--- config.mk ---
export PLATFORM = sky130hd
export DESIGN_NAME = uartrx
export DESIGN_NICKNAME = d
export VERILOG_FILES = /design/src/rtl/uartrx.sv
export SDC_FILE = /design/constraint.sdc
export NUM_CORES = 1
export LEC_CHECK = 0
export BUFFER_PORTS_ARGS = -buffer_cell sky130_fd_sc_hd__buf_2
export CAP_MARGIN = 20
export CORE_ASPECT_RATIO = 2
export CORE_UTILIZATION = 50
export CTS_BUF_LIST = sky130_fd_sc_hd__clkbuf_8 sky130_fd_sc_hd__clkbuf_16
export CTS_CLUSTER_DIAMETER = 100
export DETAILED_ROUTE_END_ITERATION = 6
export PLACE_DENSITY = 0.7
export SKIP_LAST_GASP = 1
export SYNTH_ARGS = -nofsm -noshare
export SYNTH_HDL_FRONTEND = slang
export SYNTH_SLANG_ARGS = --single-unit
--- constraint.sdc ---
create_clock -name clk -period 1.6 [get_ports clk]
set_input_delay 0.32 -clock clk [delete_from_list [all_inputs] [get_ports clk]]
set_output_delay 0.32 -clock clk [all_outputs]
set_load 0.05 [all_outputs]
--- src/rtl/uartrx.sv ---
// UART receiver: 8N1 frames from rx, LSB first, mid-bit sampling.
// Byte held in rx_data with valid/read handshake, overrun and framing flags.
module uartrx #(
  parameter int baud       = 10_000_000,
  parameter int clock_rate = 50_000_000
) (
  input  logic       clk,
  input  logic       nrst,
  input  logic       rx,
  input  logic       rx_read,
  output logic [7:0] rx_data,
  output logic       rx_valid,
  output logic       rx_overrun,
  output logic       rx_frame_err,
  output logic       rx_busy
);

  localparam int P  = clock_rate / baud + 1;
  localparam int H  = P / 2;
  localparam int CW = (P > 2) ? $clog2(P) : 1;

  localparam logic [CW-1:0] CNT_P = CW'(P - 1);
  localparam logic [CW-1:0] CNT_H = CW'(H - 1);

  typedef enum logic [1:0] {
    IDLE,
    START,
    DATA,
    STOP
  } state_t;

  state_t        state, nxt;
  logic          s1, rs;
  logic [CW-1:0] cnt, cnt_n;
  logic [2:0]    idx, idx_n;
  logic [7:0]    sh, sh_n;
  logic [7:0]    data_n;
  logic          valid_n, ovr_n, ferr_n;
  logic          brk, brk_n;

  assign rx_busy = (state != IDLE);

  always_ff @(posedge clk or negedge nrst) begin
    if (!nrst) begin
      s1 <= 1'b1;
      rs <= 1'b1;
    end else begin
      s1 <= rx;
      rs <= s1;
    end
  end

  always_ff @(posedge clk or negedge nrst) begin
    if (!nrst) begin
      state        <= IDLE;
      cnt          <= '0;
      idx          <= '0;
      sh           <= '0;
      rx_data      <= '0;
      rx_valid     <= 1'b0;
      rx_overrun   <= 1'b0;
      rx_frame_err <= 1'b0;
      brk          <= 1'b0;
    end else begin
      state        <= nxt;
      cnt          <= cnt_n;
      idx          <= idx_n;
      sh           <= sh_n;
      rx_data      <= data_n;
      rx_valid     <= valid_n;
      rx_overrun   <= ovr_n;
      rx_frame_err <= ferr_n;
      brk          <= brk_n;
    end
  end

  always_comb begin
    nxt     = state;
    cnt_n   = cnt;
    idx_n   = idx;
    sh_n    = sh;
    data_n  = rx_data;
    valid_n = rx_valid;
    ovr_n   = rx_overrun;
    ferr_n  = 1'b0;
    brk_n   = brk;

    if (rx_read && rx_valid) begin
      valid_n = 1'b0;
      ovr_n   = 1'b0;
    end

    unique case (state)
      IDLE: begin
        // after a break the line must be seen high before a new start
        if (rs) begin
          brk_n = 1'b0;
        end else if (!brk) begin
          nxt   = START;
          cnt_n = CNT_H;
        end
      end
      START: begin
        cnt_n = cnt - 1'b1;
        if (cnt == '0) begin
          if (rs) begin
            nxt = IDLE;
          end else begin
            nxt   = DATA;
            cnt_n = CNT_P;
            idx_n = '0;
          end
        end
      end
      DATA: begin
        cnt_n = cnt - 1'b1;
        if (cnt == '0) begin
          sh_n  = {rs, sh[7:1]};
          cnt_n = CNT_P;
          if (idx == 3'd7) nxt = STOP;
          else             idx_n = idx + 3'd1;
        end
      end
      STOP: begin
        cnt_n = cnt - 1'b1;
        if (cnt == '0) begin
          nxt = IDLE;
          if (rs) begin
            data_n  = sh;
            valid_n = 1'b1;
            if (rx_valid && !rx_read) ovr_n = 1'b1;
          end else begin
            ferr_n = 1'b1;
            brk_n  = 1'b1;
          end
        end
      end
    endcase
  end

endmodule

**Word-level counts from Yosys, hierarchy flattened**

Cells that the tools add are included.

- Equality and inequality tests: 14
- Multiplexer cells: 35
- Reductions and logical operators: 14
- Add/sub/neg operators: 2

Operator list:

| operator | count |
|---|---|
| $mux W3 | 9 |
| $ne A2 B2 Y1 const B | 10 |
| $mux W1 | 15 |
| $mux W2 | 7 |
| $pmux W3 S4 | 1 |
| $pmux W2 S4 | 1 |
| $pmux W3 S2 | 1 |
| $reduce_and A6 Y1 | 1 |
| $reduce_bool A2 Y1 | 3 |
| $reduce_and A5 Y1 | 1 |
| $eq A2 B2 Y1 const B | 2 |
| $reduce_and A2 Y1 | 2 |
| $reduce_and A4 Y1 | 1 |
| $add A3 B1 Y3 const B | 1 |
| $eq A3 B3 Y1 const B | 1 |
| $logic_not A3 Y1 | 1 |
| $reduce_and A3 Y1 | 1 |
| $sub A3 B1 Y3 const B | 1 |
| $eq A2 B1 Y1 const B | 1 |
| $logic_and A1 B1 Y1 | 2 |
| $logic_not A2 Y1 | 1 |
| $pmux W1 S2 | 1 |
| $logic_not A1 Y1 | 1 |

- Register bits: 30
- Input bits: 4

**Depth between registers and ports, before layout**

Gate-level depths: netlist of run 1.

- Depth after elaboration: 6
- Depth in mapped cells: 6
- Gate-level depth less buffers: 5

**Least setup slack after synthesis of run 1**

Ideal clock, no wire load.

- Path kind: reg-to-reg
- Start: register rs
- End: register rx_data[0]
- Setup slack: 0.120 ns
- Data arrival time: 1.352 ns
- Cell stages (with the launch flop): 5
- Required time: 1.472 ns
- Clock period less this slack: 1.480 ns
- Path through: dfstp_2 > buf_2 > nand3_1 > nor2_4 > mux2_1

- Longest elaborated chain between the ends: 1

RTL lines:

| what | line | source |
|---|---|---|
| from (decl) | 33 | `logic s1, rs;` |
| from (signal assigned) | 46 | `rs <= 1'b1;` |
| from (signal assigned) | 49 | `rs <= s1;` |
| $reduce_and A3 Y1 (no line) | -- |  |
| to (signal assigned) | 69 | `rx_data <= data_n;` |
| to (decl) | 11 | `output logic [7:0] rx_data,` |

Every way passes these cells.
A chain may end at the register's enable or synchronous reset.

**Worst setup path in the final report of run 1**

- Start: register cnt[1]
- End: register sh[2]

- Longest elaborated chain between the ends: 2

RTL lines:

| what | line | source |
|---|---|---|
| from (decl) | 34 | `logic [CW-1:0] cnt, cnt_n;` |
| from (signal assigned) | 66 | `cnt <= cnt_n;` |
| $logic_not A3 Y1 | 117 | `if (cnt == '0) begin` |
| $reduce_and A2 Y1 (no line) | -- |  |
| to (signal assigned) | 68 | `sh <= sh_n;` |
| to (decl) | 36 | `logic [7:0] sh, sh_n;` |

Every way passes these cells.

==> results.yml, run 1 <==
run_status:
  status: "complete, no violations"
power_and_ir_drop:
  pwr_density_cell_nw_per_um2: 1730
  p_leak_nw: 0.836
  totalPowerFinal_mw: 2.82
  vdd.ir_drop.worst_v: 0.00104
setup_path:
  criticalPathCategory: "flop to flop"
  cp-startpoint: "cnt[1]"
  critical-path-top-delay-family: "flip-flops"
  rr_worst_depth: 5
  timing.critical_path.depth: 5
  reg2reg_slack_ps: 30
  cp_num_buf_inv: 2
  worstReg2RegStart: "cnt[1]"
  arrival_time_at_the_worst_endpoint_ps: 1730
  cpPeakStageDelay_ps: 380
  critPathCaptureType: "flop"
  worstPathCellList: "inv_1 > ha_2 > and4bb_1 > buf_12 > mux2_1"
  cp_data_required_time_ps: 1760
  startpoint_type: "flop"
  master_of_the_slowest_instance_on_the_critical_path: "dfrtp_1"
  path_max_fanout: 9
logic_synthesis:
  postSynth.topFlopCell: "dfrtp_1"
  synth_area_um2: 1340
  synth_edf_count: 0
  synth_fp_nets: 111
  ys_seq_area_frac: 0.562
  netlist-cell-type-count: 35
  postSynthAreaPerCell_um2: 13.0
  number_of_synthesized_register_bits: 30
  yosysWarnings: 0
  ys_async_sr_fraction: 1.00
  synthesis.instances: 103
sta:
  hold_ws_ps: 66.3
  timing_max_transition_violations_final: 0
  clock.fmax_mhz: 635
  timing.final.setup_violations: 0
  tightestPinTransition_ps: 657
  hold_violations: 0
  fin_crit_sh: 0.984
  grt_setup_unrepaired: "true"
  timing.slew.headroom: 0.562
  setup_tns_ps: 0
  clock_skew_ps: 4.82
  finalWorstPathRequiredPeriod_ps: 1570
die:
  placementRows: 26
  area_enclosed_by_the_die_boundary_um2: 2910
  height_of_the_chip_um: 75.2
  die_w_um: 38.6
  floorplan.initialDensity: 0.529
  top_level_ports: 16
  floorplan.core_area_um2: 2540
final_layout:
  insertedDiodeCount: 0
  nNetsFinal: 139
  drive_above_1_share: 0.318
  layout.cells.most_common_list: "dfrtp_1, mux2_1, buf_2"
  final_common_cell: "dfrtp_1"
  areaGrowthSynthToFinish_pct: 21.7
run:
  maxCapViolations: 0
route:
  num_vias: 917
  drt_wl_total_um: 2550
  post_drt_via_cell_ratio: 5.73
  detail-route-antenna-nets: 0
  initialDrtViolationCount: 12
  detail_route.wl_per_cell_um: 15.9
  drcViolationCount: 0
  drt-pass1-iter-count: 4
clocking:
  cts_root_buffer: "clkbuf_8"
  worst_skew_pair.late_latency_ps: 280
  cts_inserted_buffers: 5
  cts-htree-levels: 2
  clock-sinks: 30
  clock_tree_from_tritoncts: "yes"
  clock_tree.buffer_depth: 2
  path_clk_slew_ps: 60
grt:
  track_usage: 0.218
  grt_first_pass_wirelength_um: 4200
  globalRoute.totalOverflow: 0
  antenna_found_initial: 0
  first_global_vias: 917
  largest_net_degree_at_the_start_of_global_routing: 31
placed_design:
  gp_congestion: 0.847
  dp.final_hpwl_um: 1800
  io_buffers: 15
worst_hold_path:
  hold_class: "primary input to asynchronous set/reset pin"
[final timing paths]
| check | endpoint |
|---|---|
| max in group asynchronous | asynchronous set/reset pin |
| worst min-delay path | rx_data[4] |
| worst max-delay path | sh[2] |
| worst min register to register | rs |
| min in group clk | s1 |
| worst max register to register | sh[2] |
[report_power, final]
group	switching, mW	total (mW)	internal (mW)	leakage [nW]
registers	0.166	1.11	0.943	0.392
clock network	0.266	0.605	0.340	0.0524
logic	0.601	1.10	0.501	0.391
total	1.03	2.82	1.78	0.836
[state kept, by name, summed over array words and instances, names as in the netlist, 3 cells and up, named ones only]
name,cells
rx_data,8
sh,8
cnt,3
idx,3
[metal layers]
metal	GRT usage	part of all wire	vias up
met5	0	0	-
met4	0.130	0.043	0
met3	0.0796	0.033	9
met2	0.333	0.54	19
met1	0.253	0.38	458
li1	-	-	431
[Yosys cell counts (3+ instances only)]
| library cell | n | area, um^2 |
|---|---|---|
| a21oi_1 | 3 | 15.0 |
| dfrtp_1 | 28 | 701 |
| buf_2 | 3 | 15.0 |
| inv_1 | 6 | 22.5 |
| mux2_1 | 17 | 191 |
| nor2_1 | 4 | 15.0 |
| a22o_1 | 3 | 26.3 |
| ha_1 | 4 | 50.1 |
| o21ai_0 | 4 | 20.0 |
| nor3b_1 | 3 | 22.5 |
[worst register-to-register path: stages, from the launching register on]
cell and delay, ps:
dfrtp_1 380, inv_1 100, ha_2 220, and4bb_1 280
buf_12 150, mux2_1 330
[per-stage QoR]
stage,instances,instance area (um^2),util,setup WS [ps]
after detailed placement,150,1500,0.590,-12.4
after floorplan,103,1340,-,120
final,160,1630,0.643,26.0
after CTS,158,1600,0.629,-21.3
after global routing,160,1630,0.643,-23.0
after global placement,150,1500,0.590,58.2
[layout make-up]
type / count / area, um^2
tap: 28 / 35.0
clock inverter: 2 / 8.76
timing repair buffer: 26 / 185
inverter: 6 / 22.5
multi-input combinational: 62 / 544
sequential: 30 / 754
clock buffer: 6 / 82.6
fill: 202 / 905
[what timing repair did]
item | in CTS | in global routing
buffers inserted | 0 | 2
setup endpoints to repair | 10 | 16
hold buffers | 0 | 0
resized for setup | 3 | 4
pin swaps | 1 | 1
[cell families (layout without fill, tap and decap cells)]
family	Yosys count	count (layout)	share of synthesized area
compound gates	18	18	0.0933
fa+ha+maj	4	4	0.0373
buf+inv	11	40	0.0420
flops	30	30	0.562
mux	18	18	0.151
simple gates	22	22	0.115
(Power assumes the default switching activity.)
==> run 2: changes to the inputs <==
--- a/config.mk
+++ b/config.mk
@@ -7,12 +7,11 @@
 export LEC_CHECK = 0
 export BUFFER_PORTS_ARGS = -buffer_cell sky130_fd_sc_hd__buf_2
 export CAP_MARGIN = 20
-export CORE_ASPECT_RATIO = 2
-export CORE_UTILIZATION = 50
-export CTS_BUF_LIST = sky130_fd_sc_hd__clkbuf_8 sky130_fd_sc_hd__clkbuf_16
+export CORE_UTILIZATION = 60
+export CTS_BUF_LIST = sky130_fd_sc_hd__clkbuf_16
 export CTS_CLUSTER_DIAMETER = 100
 export DETAILED_ROUTE_END_ITERATION = 6
-export PLACE_DENSITY = 0.7
+export PLACE_DENSITY = 0.79
 export SKIP_LAST_GASP = 1
 export SYNTH_ARGS = -nofsm -noshare
 export SYNTH_HDL_FRONTEND = slang
==> constraint.sdc (replaced) <==
create_clock -name clk -period 2.05 [get_ports clk]
set_input_delay 0.41 -clock clk [delete_from_list [all_inputs] [get_ports clk]]
set_output_delay 0.41 -clock clk [all_outputs]
set_load 0.05 [all_outputs]
==> results.yml, run 2 (synthesized netlist as in run 1, its figures left out) <==
run_status:
  status: "complete, no violations"
sta:
  timing.slew.headroom: 0.570
  clock_skew_ps: 3.89
  finalWorstSetupSlack_ps: 268
  setup_tns_ps: 0
  hold_ws_ps: 165
  grt_setup_unrepaired: "false"
  timing.final.setup_violations: 0
  tightestPinTransition_ps: 646
  clock.fmax_mhz: 561
  hold_violations: 0
  fin_crit_sh: 0.869
  timing_max_transition_violations_final: 0
  finalWorstPathRequiredPeriod_ps: 1780
grt:
  grt_first_pass_wirelength_um: 4420
  first_global_vias: 936
  track_usage: 0.255
  antenna_found_initial: 0
  globalRoute.totalOverflow: 0
  largest_net_degree_at_the_start_of_global_routing: 31
setup_path:
  master_of_the_slowest_instance_on_the_critical_path: "and4bb_1"
  cpPeakStageDelay_ps: 510
  reg2reg_slack_ps: 270
  reg2reg_to: "sh[2]"
  rr_worst_depth: 4
  worstPathCellList: "inv_1 > ha_1 > and4bb_1 > mux2_1"
  criticalPathCategory: "flop to flop"
  critPathCaptureType: "flop"
  worstReg2RegStart: "cnt[0]"
  path_max_fanout: 10
  startpoint_type: "flop"
  arrival_time_at_the_worst_endpoint_ps: 1930
  cp_data_required_time_ps: 2200
placed_design:
  dpl.cell_count: 141
  gp_congestion: 0.835
  dp.final_hpwl_um: 1550
  place_ws_ps: 353
  io_buffers: 15
power_and_ir_drop:
  pwr_density_cell_nw_per_um2: 1570
  combinational_power_share: 0.282
  seq_power_share: 0.351
  clock_power_share: 0.367
  vdd.ir_drop.worst_v: 0.00124
  power_report.internal_total_mw: 1.71
  power.net_switching_mw: 0.821
  p_leak_nw: 0.819
  switching_share: 0.324
clocking:
  cts-htree-levels: 2
  worst_skew_pair.late_latency_ps: 270
  cts_root_buffer: "clkbuf_16"
  resized_cells_post_cts: 0
  cts_inserted_buffers: 5
  clock-sinks: 30
  clock_tree.buffer_depth: 2
  ctsHoldBuffers: 0
  post_cts_buffers: 0
  clock_tree_from_tritoncts: "yes"
  path_clk_slew_ps: 50
final_layout:
  insertedDiodeCount: 0
  stdcell_count: 149
  multi_input_comb_area_um2: 532
  biggestRegsByFlops: "rx_data x8, sh x8"
  final_common_cell: "dfrtp_1"
  regArea_um2: 753
  nFillCells: 121
  drive_above_1_share: 0.230
  areaGrowthSynthToFinish_pct: 20.2
  nNetsFinal: 129
  layout.cells.most_common_list: "dfrtp_1, mux2_1, buf_2"
die:
  placementRows: 16
  height_of_the_chip_um: 49.3
  top_level_ports: 16
  area_enclosed_by_the_die_boundary_um2: 2430
  floorplan.core_area_um2: 2020
  die_w_um: 49.3
  floorplan.initialDensity: 0.663
route:
  post_drt_via_cell_ratio: 5.93
  num_vias: 883
  drt_wl_total_um: 2500
  initialDrtViolationCount: 16
  detail_route.wl_per_cell_um: 16.8
  drcViolationCount: 0
  drt-pass1-iter-count: 4
  detail-route-antenna-nets: 0
run:
  maxCapViolations: 0
worst_hold_path:
  hold_class: "primary input to asynchronous set/reset pin"
==> run 2: cell count changes in the layout (fill, tap and decap cells not counted), sizes merged <==
cell	change
buf	-10
bufinv	+2
clkbuf	-1
inv	-1
==> run 2: final cells by class <==
class	count	share of cell area
Clock inverter	3	0.0396
Multi-Input combinational cell	62	0.330
Timing Repair Buffer	16	0.0512
Clock buffer	5	0.0776
Tap cell	27	0.0209
Sequential cell	30	0.467
Inverter	6	0.0140
==> run 2: metal layers <==
metal,global-route usage,part of all wire
met5,0,0
met3,0.0592,0.035
met4,0.147,0.030
met2,0.425,0.51
met1,0.301,0.42
==> run 2: worst max path at each step <==
stage	from	endpoint	slack [ps]
after floorplan	rs	rx_data[0]	570
after global placement	cnt[0]	sh[6]	420
after detailed placement	cnt[0]	sh[1]	350
after CTS	cnt[0]	sh[2]	280
after global routing	cnt[0]	idx[0]	190
final	cnt[0]	sh[2]	270
==> run 2: per-stage QoR <==
stage / area [um^2] / power, mW / util
2_1_floorplan: 1340 / 1.42 / -
3_3_place_gp: 1420 / 1.52 / 0.704
3_5_place_dp: 1420 / 1.57 / 0.704
4_1_cts: 1610 / 2.54 / 0.798
5_1_grt: 1610 / 2.66 / 0.798
6_report: 1610 / 2.53 / 0.798
==> run 2: worst max-delay path, delay by kind of cell, from the launching register on <==
kind	cells	cell delay (ps)
AND/OR/NAND/NOR	1	510
multiplexers	1	380
flip-flops	1	360
adder cells (fa/ha/maj)	1	280
buffers and inverters	1	130
==> run 2: power by group through the flow <==
stage	sequential [mW]	combinational (mW)	clock, mW
floorplan	0.896	0.521	0
global placement	0.877	0.643	0
detailed placement	0.884	0.688	0
CTS	0.885	0.713	0.944
global route	0.913	0.776	0.967
finish	0.888	0.714	0.929
